--- src/rtl/shreg_pkg.sv ---
// Shared types and constants for the tapped shift register and its write-side controller.
package shreg_pkg;

  typedef enum logic {
    IDLE  = 1'b0,
    FLUSH = 1'b1
  } state_t;

  localparam logic SRC_A = 1'b0;
  localparam logic SRC_B = 1'b1;

  localparam int SHREG_DW    = 8;
  localparam int SHREG_DEPTH = 6;

  function automatic logic [2:0] sat_inc3(input logic [2:0] val, input logic [2:0] lim);
    return (val == lim) ? val : val + 3'd1;
  endfunction

endpackage

--- src/rtl/shreg_ctrl_rr_arb2.sv ---
// Two-requester round-robin arbiter; the pointer remembers the last served requester.
module rr_arb2
  import shreg_pkg::*;
(
  input  logic       clk,
  input  logic       rst,
  input  logic [1:0] req,
  input  logic       en,
  input  logic       accept,
  output logic [1:0] gnt
);

  logic last_r;

  // Grant selection: a lone requester wins, a tie goes to the one not served last
  always_comb begin
    gnt = 2'b00;
    if (en) begin
      case (req)
        2'b01:   gnt = 2'b01;
        2'b10:   gnt = 2'b10;
        2'b11:   gnt = (last_r == SRC_A) ? 2'b10 : 2'b01;
        default: gnt = 2'b00;
      endcase
    end else begin
      gnt = 2'b00;
    end
  end

  // Last-served pointer; resetting to B makes A the first winner of a tie
  always_ff @(posedge clk) begin
    if (rst) begin
      last_r <= SRC_B;
    end else if (accept) begin
      last_r <= gnt[1];
    end
  end

endmodule

--- src/rtl/shreg_ctrl.sv ---
// Write-side controller for the tapped shift register: two-source round-robin feed,
// fill tracking and a zero-fill flush. Optional per-source counters via SHREG_CTRL_STATS_EN.
module shreg_ctrl
  import shreg_pkg::*;
#(
  parameter int DW    = SHREG_DW,
  parameter int DEPTH = SHREG_DEPTH,
  parameter int CNTW  = 16
) (
  input  logic            clk,
  input  logic            rst,
  input  logic            a_valid,
  input  logic [DW-1:0]   a_data,
  output logic            a_ready,
  input  logic            b_valid,
  input  logic [DW-1:0]   b_data,
  output logic            b_ready,
  input  logic            flush,
  output logic            busy,
  output logic [DW-1:0]   sr_data,
  output logic            sr_shren,
  output logic [2:0]      fill_cnt,
  output logic            window_full,
  output logic            last_src
`ifdef SHREG_CTRL_STATS_EN
  ,
  output logic [CNTW-1:0] a_cnt,
  output logic [CNTW-1:0] b_cnt
`endif
);

  localparam logic [2:0] DEPTH3 = 3'(DEPTH);

  state_t        state_r, state_nxt_s;
  logic [2:0]    flush_cnt_r, flush_cnt_nxt_s;
  logic [1:0]    gnt_s;
  logic          arb_en_s, accept_s;
  logic [DW-1:0] sr_data_r, data_nxt_s;
  logic          sr_shren_r, shren_nxt_s;
  logic          is_data_r, is_data_nxt_s;
  logic [2:0]    fill_cnt_r, fill_nxt_s;
  logic          window_full_r;
  logic          last_src_r, last_nxt_s;

  assign arb_en_s = !rst && (state_r == IDLE) && !flush;
  assign accept_s = gnt_s[0] | gnt_s[1];

  rr_arb2 u_arb (
    .clk    (clk),
    .rst    (rst),
    .req    ({b_valid, a_valid}),
    .en     (arb_en_s),
    .accept (accept_s),
    .gnt    (gnt_s)
  );

  // Next-state and next-output logic; flush entry clears the fill count over any in-flight shift
  always_comb begin
    state_nxt_s     = state_r;
    flush_cnt_nxt_s = flush_cnt_r;
    shren_nxt_s     = 1'b0;
    data_nxt_s      = '0;
    is_data_nxt_s   = 1'b0;
    last_nxt_s      = last_src_r;
    if (sr_shren_r && is_data_r) begin
      fill_nxt_s = sat_inc3(fill_cnt_r, DEPTH3);
    end else begin
      fill_nxt_s = fill_cnt_r;
    end
    case (state_r)
      IDLE: begin
        if (flush) begin
          state_nxt_s     = FLUSH;
          flush_cnt_nxt_s = 3'd0;
          shren_nxt_s     = 1'b1;
          fill_nxt_s      = 3'd0;
        end else if (accept_s) begin
          shren_nxt_s   = 1'b1;
          data_nxt_s    = gnt_s[1] ? b_data : a_data;
          is_data_nxt_s = 1'b1;
          last_nxt_s    = gnt_s[1];
        end else begin
          shren_nxt_s = 1'b0;
        end
      end
      FLUSH: begin
        if (flush_cnt_r == DEPTH3 - 3'd1) begin
          state_nxt_s     = IDLE;
          flush_cnt_nxt_s = 3'd0;
          shren_nxt_s     = 1'b0;
        end else begin
          flush_cnt_nxt_s = flush_cnt_r + 3'd1;
          shren_nxt_s     = 1'b1;
        end
      end
      default: begin
        state_nxt_s     = IDLE;
        flush_cnt_nxt_s = 3'd0;
      end
    endcase
  end

  // State and registered outputs
  always_ff @(posedge clk) begin
    if (rst) begin
      state_r       <= IDLE;
      flush_cnt_r   <= 3'd0;
      sr_data_r     <= '0;
      sr_shren_r    <= 1'b0;
      is_data_r     <= 1'b0;
      fill_cnt_r    <= 3'd0;
      window_full_r <= 1'b0;
      last_src_r    <= SRC_A;
    end else begin
      state_r       <= state_nxt_s;
      flush_cnt_r   <= flush_cnt_nxt_s;
      sr_data_r     <= data_nxt_s;
      sr_shren_r    <= shren_nxt_s;
      is_data_r     <= is_data_nxt_s;
      fill_cnt_r    <= fill_nxt_s;
      window_full_r <= (fill_nxt_s == DEPTH3);
      last_src_r    <= last_nxt_s;
    end
  end

`ifdef SHREG_CTRL_STATS_EN
  logic [CNTW-1:0] a_cnt_r, b_cnt_r;

  // Per-source accept counters; wrap freely and survive a flush
  always_ff @(posedge clk) begin
    if (rst) begin
      a_cnt_r <= '0;
      b_cnt_r <= '0;
    end else begin
      if (gnt_s[0]) a_cnt_r <= a_cnt_r + CNTW'(1);
      if (gnt_s[1]) b_cnt_r <= b_cnt_r + CNTW'(1);
    end
  end

  assign a_cnt = a_cnt_r;
  assign b_cnt = b_cnt_r;
`endif

  assign a_ready     = gnt_s[0];
  assign b_ready     = gnt_s[1];
  assign busy        = (state_r == FLUSH);
  assign sr_data     = sr_data_r;
  assign sr_shren    = sr_shren_r;
  assign fill_cnt    = fill_cnt_r;
  assign window_full = window_full_r;
  assign last_src    = last_src_r;

endmodule

--- config.mk ---
export PLATFORM = sky130hd
export DESIGN_NAME = shreg_ctrl
export DESIGN_NICKNAME = d
export VERILOG_FILES = /design/src/rtl/shreg_pkg.sv /design/src/rtl/shreg_ctrl_rr_arb2.sv /design/src/rtl/shreg_ctrl.sv
export SDC_FILE = /design/constraint.sdc
export NUM_CORES = 1
export LEC_CHECK = 0
export CAP_MARGIN = 20
export CORE_MARGIN = 3
export CORE_UTILIZATION = 39
export CTS_BUF_LIST = sky130_fd_sc_hd__clkbuf_8
export DETAILED_ROUTE_END_ITERATION = 7
export HOLD_SLACK_MARGIN = 0.12
export PLACE_DENSITY = 0.77
export SLEW_MARGIN = 20
export SYNTH_ARGS = -nofsm -noshare
export SYNTH_HDL_FRONTEND = slang
export SYNTH_SLANG_ARGS = --single-unit
export TNS_END_PERCENT = 100
--- constraint.sdc ---
create_clock -name clk -period 1.3 [get_ports clk]
set_input_delay 0.39 -clock clk [delete_from_list [all_inputs] [get_ports clk]]
set_output_delay 0.39 -clock clk [all_outputs]
set_load 0.02 [all_outputs]
; ---- Word-level counts from Yosys, hierarchy flattened
; Index checks and enable logic that the tools add are counted.
[totals]
n_memories = 0
latch_bits = 0
output_inout_bits = 17
reg_bits = 20
rom_bits = 0
ram_bits = 0
wordCells = 47
[op_classes]
shifts = 0
bitwise_logic = 4
mul = 0
reduce_logical = 8
order_cmp = 0
div_mod_pow = 0
addsub = 2
muxes = 17
eq_ne = 7
[ops]
columns = cell, n
row1 = 2-to-1 mux 3 bit, 6
row2 = "== test 3 bit, second input constant", 3
row3 = 2-to-1 mux 8 bit, 1
row4 = "adder 3 x 1 -> 3 bit, second input constant", 2
row5 = case mux 2 bit (3 select lines), 1
row6 = case mux 3 bit (2 select lines), 1
row7 = "== test 2 bit, second input constant", 2
row8 = 2-to-1 mux 1 bit, 4
row9 = 2-to-1 mux 2 bit, 2
row10 = case mux 1 bit (2 select lines), 2
row11 = OR reduction 4 bit, 1
row12 = logical AND 1 bit, 3
row13 = NOT 1 bit, 3
row14 = AND reduction 3 bit, 1
row15 = OR reduction 3 bit, 1
row16 = "== test 2 x 1 -> 1 bit, second input constant", 1
row17 = logical NOT 1 bit, 2
row18 = "!= test 2 bit, second input constant", 1
row19 = OR 1 bit, 1

; ---- Logic depth before layout (Yosys ltp)
[depth]
ltp_word = 8
mapped_depth = 5
ltp_nobuf = 5

; ---- By module
; Synthesis repeated with hierarchy kept, for this count alone.
[unflattened]
hier_cells = 91
hier_area_um2 = 848.3
[by_module_without_submodules]
columns = module, area_per_inst_um2, cells_per_inst, instances
row1 = shreg_ctrl, 783.3, 82, 1
row2 = rr_arb2, 65.1, 9, 1

; ---- Least setup slack after synthesis
; No wires, ideal clock.
[synth_path]
path_type = register to register
from = register fill_cnt_r[0], in the netlist fill_cnt[0]
to = register window_full_r, in the netlist window_full
slack_ns = -0.179
setup_time_ns = 0.117
period_less_slack_ns = 1.479
t_required_ns = 1.183
path_stages_with_launch = 6
arrival_ns = 1.362
path_cell_list = dfxtp_1 -> inv_1 -> ha_1 -> and2_1 -> or3_1 -> and4b_1
[synth_between]
elab_chain_cells = 6
elab_cells_between_ends = 7
cone_classes = add/sub: 1 / eq/ne: 2 / mux: 4
[synth_lines]
columns = element, line
row1 = from (decl), shreg_ctrl.sv:41  ; logic [2:0] fill_cnt_r, fill_nxt_s;
row2 = from (signal assigned), shreg_ctrl.sv:120  ; fill_cnt_r <= fill_nxt_s;
row3 = adder 3 x 1 -> 3 bit or == test 3 bit (tied branches), shreg_pkg.sv:16  ; return (val == lim) ? val : val + 3'd1;
row4 = 2-to-1 mux 3 bit, shreg_pkg.sv:16
row5 = 2-to-1 mux 3 bit *, shreg_ctrl.sv:65  ; if (sr_shren_r && is_data_r) begin
row6 = 2-to-1 mux 3 bit, shreg_ctrl.sv:72  ; if (flush) begin
row7 = 2-to-1 mux 3 bit *, shreg_ctrl.sv:70  ; case (state_r)
row8 = == test 3 bit *, shreg_ctrl.sv:121  ; window_full_r <= (fill_nxt_s == DEPTH3);
row9 = to (signal assigned), shreg_ctrl.sv:121
row10 = to (decl), shreg_ctrl.sv:42  ; logic window_full_r;
; Mark *: on every way between the ends. The rest lies on a longest branch, timed or not.
; A chain may end at the register's enable or synchronous reset.

; ---- Worst setup path after layout
[layout_path]
from = input b_valid
to = output a_ready
[layout_between]
elab_chain_cells = 3
elab_cells_between_ends = 5
cone_classes = eq/ne: 3 / mux: 2
[layout_lines]
columns = element, line
row1 = from (decl), shreg_ctrl.sv:15  ; input logic b_valid,
row2 = == test 2 bit or == test 2 x 1 -> 1 bit (tied branches), shreg_ctrl_rr_arb2.sv:19  ; case (req)
row3 = case mux 2 bit (3 select lines) *, shreg_ctrl_rr_arb2.sv:19
row4 = 2-to-1 mux 2 bit *, shreg_ctrl_rr_arb2.sv:18  ; if (en) begin
row5 = to (decl), shreg_ctrl.sv:14  ; output logic a_ready,
; Marks and branches as above.

==> results by group <==
Floorplanning
  – Die H: about 55 um
  – Core Area: ~0.0022 mm^2
  – # rows: 17
  – IO Pins: 38
  – Initial Util: between 40% and 50%
  – Die area: between 0.002 and 0.003 mm^2
  – Die width: between 50 and 60 um

Setup path
  – Crit Path Max Fanout: 2
  – Crit. End Element: output port
  – Worst r2r src: fill_cnt[0]
  – Worst setup SP type: input pin
  – Slowest stage delay, CP: 0.24 ns
  – Setup crit end: a_ready
  – CP Depth: 4
  – R2r setup slk: -0.02 ns
  – Slowest library cell on the worst path: or2b_1
  – WS Path Type: input pin to output port
  – Worst path bufs/invs: 2
  – CP startpoint: b_valid
  – R2R depth: 5
  – Critical R2R Capture: window_full
  – CP delay by family, top: simple AND/OR/NAND/NOR gates
  – Crit path cell chain: clkdlybuf4s15_1 -> or2b_1 -> and3_4 -> buf_6
  – WP data arrival: ~1.1 ns
  – Worst EP required: around 0.91 ns

STA
  – Final Hold Fails: 0
  – Crit share post-route: 115%
  – Endpoints failing setup: 3
  – Count of pins over their slew limit: 0
  – WHS: roughly 0.36 ns
  – Setup WS post-layout: -0.196 ns
  – Max Clk Rate: approximately 670 MHz
  – Worst slew pin tran: between 0.2 and 0.3 ns
  – RSZ-0062 raised after global routing: true
  – Slew headroom: between 80 and 90%
  – Clk_skew: approximately 0.0042 ns
  – Period minus WS final: approximately 1.5 ns

Logic synthesis
  – Syn nets: about 110
  – FF+latch count, synth: 20
  – Synth warn: 0
  – Top FF cell, synth: dfxtp_1
  – FFs w/ async S/R, synth: 0%
  – Mean Syn Cell Area: around 11 um^2
  – Yosys cell types: 33
  – Post-synth top area cell: dfxtp_1
  – Sequential fraction of the synthesis area: 43.2%
  – Cells after Synth: 86
  – Top cell type's share of synthesized area: between 40% and 50%
  – Synth area leaders: dfxtp_1, mux2_4, and3_1
  – EDFF count, synth: 0
  – Syn Std Cell Area: approximately 930 um^2

Cells and area
  – Area growth syn-to-layout: 71.9%
  – Commonest non-fill, non-tap cells in the layout: dfxtp_1, clkdlybuf4s50_1, buf_4
  – Final core utilization: a little under three quarters
  – Max reg flops: 8
  – ANT cells: 0
  – Share of layout cells above drive strength 1: a little under half
  – Fill cells: ~170
  – NumNets Final: approximately 170

Pwr
  – Psw: between 0.3 and 0.4 mW
  – Combinational Power Share: around a fifth
  – Sw Share: a little under a quarter
  – Sequential fraction of design power: 41.8%
  – Power per cell area: 987 mW/mm^2
  – Internal cell power: 1.22 mW
  – Worst vdd ir: between 0.0009 and 0.001 V
  – Clk network pwr share: between 30% and 40%
  – Static leakage: roughly 0.73 nW

Detailed routing
  – DRC: 0
  – Vias/cell: 5.05
  – Routed Antenna Nets: 0
  – Total wire length: roughly 2600 um
  – Vias: a little under 900
  – Drt first pass iters: 4
  – DRT iter0 DRCs: 7
  – Routed wire per std cell: ~15 um

Placement
  – DP Worst Slack: -1.01 ns
  – Hpwl dp: approximately 1800 um
  – Port buffer count: 37
  – RePlAce Congestion: about 0.66

Hold path
  – Hold Path Class: input pin to register

Clocking
  – Clock Tree Buf Depth: 2
  – Number of buffers created by CTS: 3
  – Clock sink total: 20
  – Root buffer cell: clkbuf_8
  – TritonCTS clock tree: done
  – Worst-path clk slew: roughly 0.070 ns
  – Worst skew pair latency: approximately 0.26 ns
  – CTS H-tree lvls: 1

Global routing
  – Remaining global-route overflow: 0
  – Vias in the first global route: approximately 950
  – Largest net degree at the start of global routing: 13
  – Tot GR Track Use: 20.4%
  – First-pass GRT wire length: roughly 4300 um
  – Initial antenna violation count: 0

Outcome
  – Failing checks: setup timing
  – Status: finished, violations left

Flow run
  – Max_cap viols: 0
## routing by layer
layer	track usage [%]	share of wire, %	vias to the layer above
met5	0	0	-
met1	20.3	38	405
met2	38.6	55	32
met3	5.18	5.1	6
li1	-	-	426
met4	9.54	1.6	0
## area by class of cell
type                            count  area [um^2]  share of cell area, %
Clock inverter                      1         30.0                   1.89
Tap cell                           28         35.0                   2.20
Sequential cell                    20          413                   25.9
Inverter                            3         13.8                  0.865
Multi-Input combinational cell     62          566                   35.5
Clock buffer                        3         41.3                   2.59
Timing Repair Buffer               55          493                   31.0
## metrics by stage
step	cells	cell area, um^2	setup TNS, ns	total power, mW
after floorplan	86	945	-0.116	0.790
after global placement	164	1440	-11.47	0.938
after detailed placement	164	1440	-12.33	0.946
after CTS	170	1570	-0.421	1.57
after global routing	172	1590	-0.486	1.64
final	172	1590	-0.349	1.57
## worst min path at each step
stage,cells after the start,endpoint,slack (ns),startpoint
4_1_cts,2,last_src,0.36,rst
3_5_place_dp,2,flush_cnt_r[2],0.47,flush_cnt_r[2]
5_1_grt,2,last_src,0.36,rst
3_3_place_gp,2,flush_cnt_r[2],0.45,flush_cnt_r[2]
6_report,2,last_src,0.36,rst
2_1_floorplan,2,flush_cnt_r[2],0.44,flush_cnt_r[2]
## synth_stat cells, types with 2 or more instances
cell type,count
a21oi_1,3
and2_1,2
and3_1,9
and4b_1,2
dfxtp_1,20
ha_1,2
inv_2,2
mux2_4,8
nand2_1,8
nand2b_1,2
nand3_1,3
nor2_1,3
or3_1,2
## logic make-up (layout without fill, tap and decap cells)
kind of cell / Yosys count / in the layout / share of synthesized area (%)
fa+ha+maj: 2 / 2 / 2.70
mux: 9 / 9 / 14.1
xor+xnor: 1 / 1 / 0.946
simple gates: 40 / 41 / 29.2
compound gates: 9 / 9 / 6.89
flops: 20 / 20 / 43.2
buf+inv: 5 / 62 / 2.97
## power by group through the flow
stage / sequential [mW] / combinational, mW / clock [mW]
2_1_floorplan: 0.693 / 0.0966 / 0
3_3_place_gp: 0.670 / 0.268 / 0
3_5_place_dp: 0.672 / 0.275 / 0
4_1_cts: 0.658 / 0.281 / 0.628
5_1_grt: 0.661 / 0.315 / 0.662
6_report: 0.657 / 0.293 / 0.620
## timing repair
action                                  in CTS  in global routing
resized for setup                           72                 25
hold buffers                                 0                  0
endpoints found under the setup margin      37                 22
cloned                                       1                  0
buffers inserted                             1                  3
hold endpoints to repair                     0                  0
pin swaps                                   10                  2
(Power assumes the default switching activity.)
